## src/rtl/wb_rr_arbiter.sv

```systemverilog
`default_nettype none
// ============================================================================
// Module      : wb_rr_arbiter
// Description : N-master to 1-slave Wishbone classic arbiter. Round-robin
//               grant, bus-cycle locking on m_cyc, and a watchdog that
//               aborts a cycle when the slave stays silent too long.
// Revision    : 1.0 - initial release
// ============================================================================
module wb_rr_arbiter #(
    parameter int N_MASTERS   = 4,
    parameter int ADR_W       = 17,
    parameter int PORT_SIZE   = 32,
    parameter int GRANULARITY = 8,
    parameter int TIMEOUT     = 256,
    localparam int SEL_W      = PORT_SIZE / GRANULARITY
) (
    input  logic                           clk,
    input  logic                           rst_n,
    // master side, master i occupies slice [i*W +: W]
    input  logic [N_MASTERS*ADR_W-1:0]     m_adr,
    input  logic [N_MASTERS*PORT_SIZE-1:0] m_dat_ms,
    input  logic [N_MASTERS*SEL_W-1:0]     m_sel,
    input  logic [N_MASTERS-1:0]           m_stb,
    input  logic [N_MASTERS-1:0]           m_cyc,
    input  logic [N_MASTERS-1:0]           m_we,
    output logic [N_MASTERS*PORT_SIZE-1:0] m_dat_sm,
    output logic [N_MASTERS-1:0]           m_ack,
    output logic [N_MASTERS-1:0]           m_err,
    output logic [N_MASTERS-1:0]           m_rty,
    // slave side
    output logic [ADR_W-1:0]               s_adr,
    output logic [PORT_SIZE-1:0]           s_dat_ms,
    output logic [SEL_W-1:0]               s_sel,
    output logic                           s_stb,
    output logic                           s_cyc,
    output logic                           s_we,
    input  logic [PORT_SIZE-1:0]           s_dat_sm,
    input  logic                           s_ack,
    input  logic                           s_err,
    input  logic                           s_rty,
    // debug
    output logic [N_MASTERS-1:0]           gnt
);

    localparam int IDX_W = $clog2(N_MASTERS);
    // a disabled watchdog still keeps a 1-bit counter, held at zero
    localparam int WD_W  = (TIMEOUT > 0) ? $clog2(TIMEOUT + 1) : 1;

    typedef enum logic [1:0] {
        IDLE  = 2'd0,
        OWNED = 2'd1,
        ABORT = 2'd2
    } state_t;

    state_t           state, state_nxt;
    logic [IDX_W-1:0] own, own_nxt;
    logic [IDX_W-1:0] last, last_nxt;
    logic [IDX_W-1:0] winner;
    logic             any_req;
    logic [WD_W-1:0]  wd, wd_nxt;
    logic             bus_req;
    logic             slv_term;
    logic             wd_fire;

    // owner has an active strobe on the slave bus
    assign bus_req  = (state == OWNED) && m_cyc[own] && m_stb[own];
    assign slv_term = s_ack | s_err | s_rty;

    generate
        if (TIMEOUT > 0) begin : g_wdog
            // last silent strobe cycle before the watchdog gives up
            assign wd_fire = bus_req && !slv_term &&
                             (wd == WD_W'(TIMEOUT - 1));
        end else begin : g_no_wdog
            assign wd_fire = 1'b0;
        end
    endgenerate

    // round-robin pick: first requester after the last owner, wrapping modulo N
    always_comb begin
        int               idx;
        logic [IDX_W-1:0] idx_c;
        winner  = '0;
        any_req = 1'b0;
        idx     = 0;
        idx_c   = '0;
        for (int k = 1; k <= N_MASTERS; k++) begin
            idx   = (int'(last) + k) % N_MASTERS;
            idx_c = IDX_W'(idx);
            if (!any_req && m_cyc[idx_c]) begin
                winner  = idx_c;
                any_req = 1'b1;
            end
        end
    end

    // next-state logic: ownership, lock, abort and watchdog count
    always_comb begin
        state_nxt = state;
        own_nxt   = own;
        last_nxt  = last;
        wd_nxt    = '0;
        case (state)
            IDLE: begin
                if (any_req) begin
                    state_nxt = OWNED;
                    own_nxt   = winner;
                    last_nxt  = winner;
                end
            end
            OWNED: begin
                if (!m_cyc[own]) begin
                    state_nxt = IDLE;
                end else if (wd_fire) begin
                    state_nxt = ABORT;
                end else if (bus_req && !slv_term) begin
                    wd_nxt = wd + 1'b1;
                end
            end
            ABORT: begin
                // hold the owner off the bus until it gives up the cycle
                if (!m_cyc[own]) begin
                    state_nxt = IDLE;
                end
            end
            default: state_nxt = IDLE;
        endcase
        if (TIMEOUT == 0) begin
            wd_nxt = '0;
        end
    end

    // state register; last resets to N-1 so master 0 wins first
    always_ff @(posedge clk or negedge rst_n) begin
        if (!rst_n) begin
            state <= IDLE;
            own   <= '0;
            last  <= IDX_W'(N_MASTERS - 1);
            wd    <= '0;
        end else begin
            state <= state_nxt;
            own   <= own_nxt;
            last  <= last_nxt;
            wd    <= wd_nxt;
        end
    end

    // bus muxing: request from owner, response broadcast/routed to owner only
    always_comb begin
        s_adr    = '0;
        s_dat_ms = '0;
        s_sel    = '0;
        s_stb    = 1'b0;
        s_cyc    = 1'b0;
        s_we     = 1'b0;
        m_dat_sm = '0;
        m_ack    = '0;
        m_err    = '0;
        m_rty    = '0;
        gnt      = '0;
        if (state == OWNED) begin
            s_adr      = m_adr[int'(own)*ADR_W +: ADR_W];
            s_dat_ms   = m_dat_ms[int'(own)*PORT_SIZE +: PORT_SIZE];
            s_sel      = m_sel[int'(own)*SEL_W +: SEL_W];
            s_stb      = m_stb[own];
            s_cyc      = m_cyc[own];
            s_we       = m_we[own];
            m_dat_sm   = {N_MASTERS{s_dat_sm}};
            m_ack[own] = s_ack;
            m_err[own] = s_err | wd_fire;
            m_rty[own] = s_rty;
        end
        // an aborted owner still holds the grant until it drops m_cyc
        if (state != IDLE) begin
            gnt[own] = 1'b1;
        end
    end

endmodule
`default_nettype wire

```

## config.mk

```make
export PLATFORM = sky130hd
export DESIGN_NAME = wb_rr_arbiter
export DESIGN_NICKNAME = d
export VERILOG_FILES = /design/src/rtl/wb_rr_arbiter.sv
export SDC_FILE = /design/constraint.sdc
export NUM_CORES = 1
export LEC_CHECK = 0
export ABC_CLOCK_PERIOD_IN_PS = 2200
export CAP_MARGIN = 10
export CORE_AREA = 2 2 179 181
export CTS_CLUSTER_DIAMETER = 50
export DETAILED_ROUTE_END_ITERATION = 10
export DIE_AREA = 0 0 181 183
export PLACE_DENSITY_LB_ADDON = 0.1
export SETUP_SLACK_MARGIN = 0.05
export SYNTH_ARGS = -nofsm -noshare
export SYNTH_HDL_FRONTEND = slang
export SYNTH_SLANG_ARGS = --single-unit
```

## constraint.sdc

```tcl
create_clock -name clk -period 2.2 [get_ports clk]
set_clock_uncertainty 0.05 [all_clocks]
set_input_delay 0.33 -clock clk [delete_from_list [all_inputs] [get_ports clk]]
set_output_delay 0.33 -clock clk [all_outputs]
set_load 0.01 [all_outputs]
```

==> results.toml <==
[run]
cap_violations = 0

[critical_path]
max_stage_delay_ns = 0.52
worstPathBufferInverterCount = 4
start_kind = "register"
reg2reg_to = "state[1]"
ff2ff_setup_slack_ns = 0.24
cp_slowest_cell = "mux4_2"
cpMostUsedCell = "buf_12"
endpoint_kind = "primary output"
regToRegStartpoint = "own[0]"
required_ns = 1.82
r2r_cells = 8
crit_arrival_ns = 2.01
cp_cell_sequence = "buf_12, buf_16, buf_12, mux4_2, and2_4, buf_6"
crit_path_max_fanout = 5
path_delay_family = "buffers and inverters"
crit_type = "reg -> out"

[grt]
antenna_found_initial = 1
grt-ovfl-total = 0
grt_pass1_vias = 4930
grt_util_all_layers_pct = 14.4
grt_pass1_wl_um = 35500
grt_max_degree = 40

[finish]
fin_util_pct = 28.9
layout-drive-gt1-share_pct = 50.9
n_fill_cell = 3332
final_nets = 1081
area_growth_pct = 147

[logic_synthesis]
ys_warn_count = 0
netlist_area_um2 = 3650
synth_ff_type = "dfrtp_1"
synthTopCellsByCount = "buf_4 (97), and2_1 (87), mux4_2 (54)"
yosys.area.top_type_share_pct = 33.3
ys_seq_area_share_pct = 10.4
synth_area_leaders = "mux4_2 (33%), buf_4 (20%), and2_1 (15%), dfrtp_1 (8.9%), nor2_1 (2.6%)"
synth_edf_count = 0
synth_cells = 372
synth_top_area_cell = "mux4_2"
synth-seq-cells = 15
synth.distinct_cells = 48
synth_nets = 635
synth.most_common_cell = "buf_4"
ys_async_sr_fraction_pct = 100
avgSynthCellArea_um2 = 9.80

[cts]
clk_pin_slew_ns = 0.05
cts_max_level = 1
ctsHoldBuffers = 0
insertion_delay_ns = 0.24
numCtsBuffers = 3
cts_tree = "built"
clockBufferDepth = 2
root_buffer = "clkbuf_16"
clock-sinks = 15

[die]
core_um2 = 31200
die_w_um = 181
start_util_pct = 11.7
die_y_um = 183
io_pins = 461
die-area_um2 = 33100
num_rows = 65

[place]
portBuffers = 460
gp_congestion = 0.844
dp_hpwl_um = 20800

[power_and_ir_drop]
vdd_drop_max_v = 0.000492
power_leakage_nw = 3.91
powerDensity_nw_per_um2 = 1110

[sta]
worst_pin_slew_ns = 0.690
fin_crit_ns = 2.39
slew_headroom_pct = 53.8
setup_ws_ns = -0.194
max_freq_ghz = 0.418
final-max-slew-violation-count = 0
rsz0062_at_grt = "yes"
timing.final.crit_share_pct = 109
hold_slack_ns = 0.457
hold_viol_final = 0
finalSetupViolations = 51

[routing]
num_vias = 4622
drc = 0
avgViaCountPerCell = 3.79
totalWireLength_um = 25200
wl_per_cell_um = 20.6
final_antenna_net_count = 0
dr.first_iter.drc_count = 154
dr.pass1.iters = 6

[worst_hold_path]
hold_path_class = "in -> async"

[run_status]
outcome = "finished, violations left"
violations = "negative setup slack"
kinds of logic (layout without fill, tap and decap cells):
family	count (synthesis)	count (layout)	synth area share [%]
other	0	1	0
AND/OR/NAND/NOR	149	149	24.7
AO/OA/AOI/OAI	17	17	4.15
adder cells (fa/ha/maj)	2	2	0.686
XOR/XNOR	6	6	1.44
multiplexers	58	58	34.4
flip-flops	15	15	10.4
buffers and inverters	125	570	24.2
state kept, by name, summed over array words and instances, names as in the netlist:
| register | count |
|---|---|
| last | 2 |
| own | 2 |
| state | 2 |
| wd | 9 |
per-layer routing:
metal | part of all wire, % | up-vias | track usage (%)
met5 | 0 | - | 0
met4 | 0.73 | 0 | 1.04
met3 | 4.7 | 12 | 2.01
met2 | 57 | 186 | 29.1
met1 | 38 | 2298 | 16.5
li1 | - | 2126 | -
cells in the final DEF (no fill, tap or decap), drive strengths merged, types with 2 or more instances in the layout:
| cell | count |
|---|---|
| a2bb2oi | 2 |
| a21oi | 2 |
| clkdlybuf4s15 | 38 |
| nor3 | 5 |
| inv | 5 |
| xnor2 | 3 |
| mux4 | 54 |
| and2 | 87 |
| o21a | 2 |
| dfstp | 2 |
| o211ai | 2 |
| nor3b | 3 |
| buf | 170 |
| or3b | 2 |
| nor2 | 25 |
| dfrtp | 13 |
| dlygate4sd2 | 15 |
| and4 | 2 |
| nand3 | 2 |
| clkbuf | 79 |
| o21ai | 2 |
| ha | 2 |
| nor2b | 4 |
| nand2b | 3 |
| mux2i | 4 |
| xor2 | 3 |
| clkdlybuf4s50 | 259 |
| nand2 | 9 |
per-stage QoR:
step / setup slack, ns / cells / area (µm²) / power (mW) / setup TNS (ns)
final: -0.194 / 1220 / 9020 / 10.0 / -4.58
after global routing: -0.249 / 1220 / 9020 / 10.6 / -6.97
after CTS: -0.273 / 1209 / 9000 / 9.71 / -6.78
after detailed placement: -0.563 / 1164 / 8350 / 8.23 / -18.09
after global placement: -0.555 / 1164 / 8350 / 8.22 / -15.36
after floorplan: 0.324 / 372 / 3650 / 4.46 / 0
cell type report:
cell class	instances	area, µm²	share of cell area [%]
timing repair buffer	561	5310	58.8
multi-input combinational	232	2720	30.2
tap	402	503	5.58
sequential	15	383	4.25
clock buffer	3	75.1	0.833
inverter	5	18.8	0.208
clock inverter	1	5.00	0.0555
antenna	1	2.50	0.0278
where the power goes:
group          internal (mW)  switching [mW]
sequential             0.348          0.0747
clock                  0.242           0.108
combinational           5.46            3.80
total                   6.05            3.98
what timing repair did:
action                                  in CTS  in global routing
pin swaps                                   37                 26
endpoints found under the setup margin     200                109
hold endpoints to repair                     0                  0
cloned                                       5                  0
buffers inserted                            37                 19
resized for setup                          559                286
worst register-to-register path: stages, from the launching register on:
cell     delay [ns]
dfrtp_4        0.51
buf_12         0.16
mux2i_2        0.26
o22ai_4        0.12
buf_4          0.14
buf_6          0.11
buf_4          0.14
and4_1         0.17
a41o_1         0.20
worst max path at each step:
stage / cells past startpoint / slack (ns) / start / end
6_report: 6 / -0.19 / own[0] / s_dat_ms[29]
5_1_grt: 7 / -0.25 / own[0] / s_adr[16]
4_1_cts: 9 / -0.27 / own[0] / m_err[0]
3_5_place_dp: 6 / -0.56 / s_err / m_err[0]
3_3_place_gp: 6 / -0.56 / s_err / m_err[0]
2_1_floorplan: 7 / 0.32 / wd[0] / m_err[0]
Power figures use the tool's default switching activity.
==> patch: new RTL, same settings <==
Put a register stage on the output `m_err`, cleared by the reset. The value now appears one clock later. The other outputs are not delayed to match.
--- a/src/rtl/wb_rr_arbiter.sv
+++ b/src/rtl/wb_rr_arbiter.sv
@@ -51,6 +51,8 @@
         OWNED = 2'd1,
         ABORT = 2'd2
     } state_t;
+
+    logic [N_MASTERS-1:0] m_err_d;
 
     state_t           state, state_nxt;
     logic [IDX_W-1:0] own, own_nxt;
@@ -155,7 +157,7 @@
         s_we     = 1'b0;
         m_dat_sm = '0;
         m_ack    = '0;
-        m_err    = '0;
+        m_err_d  = '0;
         m_rty    = '0;
         gnt      = '0;
         if (state == OWNED) begin
@@ -167,7 +169,7 @@
             s_we       = m_we[own];
             m_dat_sm   = {N_MASTERS{s_dat_sm}};
             m_ack[own] = s_ack;
-            m_err[own] = s_err | wd_fire;
+            m_err_d[own] = s_err | wd_fire;
             m_rty[own] = s_rty;
         end
         // an aborted owner still holds the grant until it drops m_cyc
@@ -176,6 +178,14 @@
         end
     end
 
+    always_ff @(posedge clk or negedge rst_n) begin
+        if (!rst_n) begin
+            m_err <= '0;
+        end else begin
+            m_err <= m_err_d;
+        end
+    end
+
 endmodule
 `default_nettype wire
 
Behaviour: not the same (a bounded check fails within 4 cycles, from zero or initial values and one cycle with rst_n low).
==> patch against the unedited design <==
  * Non-clock buffer count fell by 24
  * The flow still finishes with violations (setup timing)
  * Critical path type unchanged
  * Design area down 0.21%
  * Worst setup slack improved by 0.11 ns
  * Routed wire length shrank 1.9%
  * Power fell by 3.4%
  * Maximum frequency increased by 5.0%
  * Sequential cell count is 4 higher
  * Area after synthesis up 2.7%
==> patch: results <==
[sta]
setup_viol = 28
tightestPinTransition_ns = 0.548
setup_slack_ns = -0.0809

[synthesis]
ys_top_cells_by_count = buf_4 (97), and2_1 (87), mux4_2 (54), nor2_1 (25), dfrtp_1 (17)
seq_area_frac_synth_pct = 12.8
synth.net_count = 639

[pwr]
peakVddDrop_mv = 0.383
p_leak_nw = 4.01
p_sw_w = 0.00380

[critical_path]
rr_worst_depth = 9
crit_arrival_ns = 1.90

[global_routing]
grt_pass1_vias = 4933
grt.total_usage_pct = 14.0
antenna_found_initial = 4
grt_pass1_wl_um = 34600
grt_max_degree = 31

[layout]
nFillCells = 3314
final_net_count = 1061

[detailed_routing]
dr.pass1.iters = 4
wl_per_cell_um = 20.5
drt_iter0_drc = 184
viasPerCell = 3.79

[status]
status = finished with violations
violations = setup timing

[place]
post-dp-hpwl_um = 20200
[patch: power groups by stage]
stage	clock network, W	logic (W)	registers, W
global route	0.000398	0.00937	0.000554
CTS	0.000382	0.00848	0.000539
floorplan	0	0.00406	0.000491
detailed placement	0	0.00767	0.000577
finish	0.000375	0.00878	0.000537
global placement	0	0.00767	0.000569
[patch: worst paths after layout]
| kind | from | end | slack, ns |
|---|---|---|---|
| max | own[0] | s_dat_ms[17] | -0.08 |
| min | rst_n | own[0] | 0.39 |
| max reg2reg | own[0] | state[1] | 0.14 |
| min reg2reg | wd[0] | wd[0] | 0.45 |
| max in group asynchronous | rst_n | wd[5] | 1.17 |
| min in group clk | wd[0] | wd[0] | 0.45 |
[patch: per-layer routing]
metal  vias to the layer above  routed length [um]  global-route usage (%)
met4                         4                 255                    1.59
li1                       2084                   -                       -
met2                       224               13700                    27.7
met1                      2225                8980                    15.6
met3                        16                1720                    3.16
met5                         -                  23                       0
[patch: cell type report]
cell class	count	share of cell area (%)
repair buffers	537	59.4
flip-flops and latches	19	5.40
multi-input cells	232	28.4
inverters	5	0.209
well taps	402	5.59
clock inverters	1	0.0556
clock buffers	3	0.834
diodes	3	0.0834
[patch: cells by family (layout without fill, tap and decap cells)]
| kind of cell | count (synthesis) | count (layout) | synth area share (%) |
|---|---|---|---|
| compound gates | 17 | 17 | 4.04 |
| xor+xnor | 6 | 6 | 1.40 |
| fa+ha+maj | 2 | 2 | 0.668 |
| buf+inv | 125 | 546 | 23.6 |
| flops | 19 | 19 | 12.8 |
| mux | 58 | 58 | 33.5 |
| other cells | 0 | 3 | 0 |
| simple gates | 149 | 149 | 24.0 |
[patch: worst max-delay path: stages, from the launching register on]
cell,delay [ns]
dfrtp_4,0.54
buf_6,0.16
buf_12,0.13
buf_6,0.11
mux4_2,0.41
and2_4,0.17
buf_6,0.11
[patch: timing repair]
item,4_1_cts,5_1_grt
resized for setup,456,66
gates cloned,5,0
setup buffers,30,13
pin swaps,27,19
setup endpoints to repair,196,60
[patch: per-stage QoR]
step	setup TNS [ns]	cells	cell area (um^2)	hold slack, ns	power [W]
finish	-1.47	1202	9000	0.388	0.00969
global route	-3.54	1200	8990	0.435	0.0103
CTS	-2.82	1191	8780	0.413	0.00940
detailed placement	-5.03	1153	8350	0.444	0.00824
global placement	-4.43	1153	8350	0.414	0.00824
floorplan	0	376	3750	-0.0156	0.00455
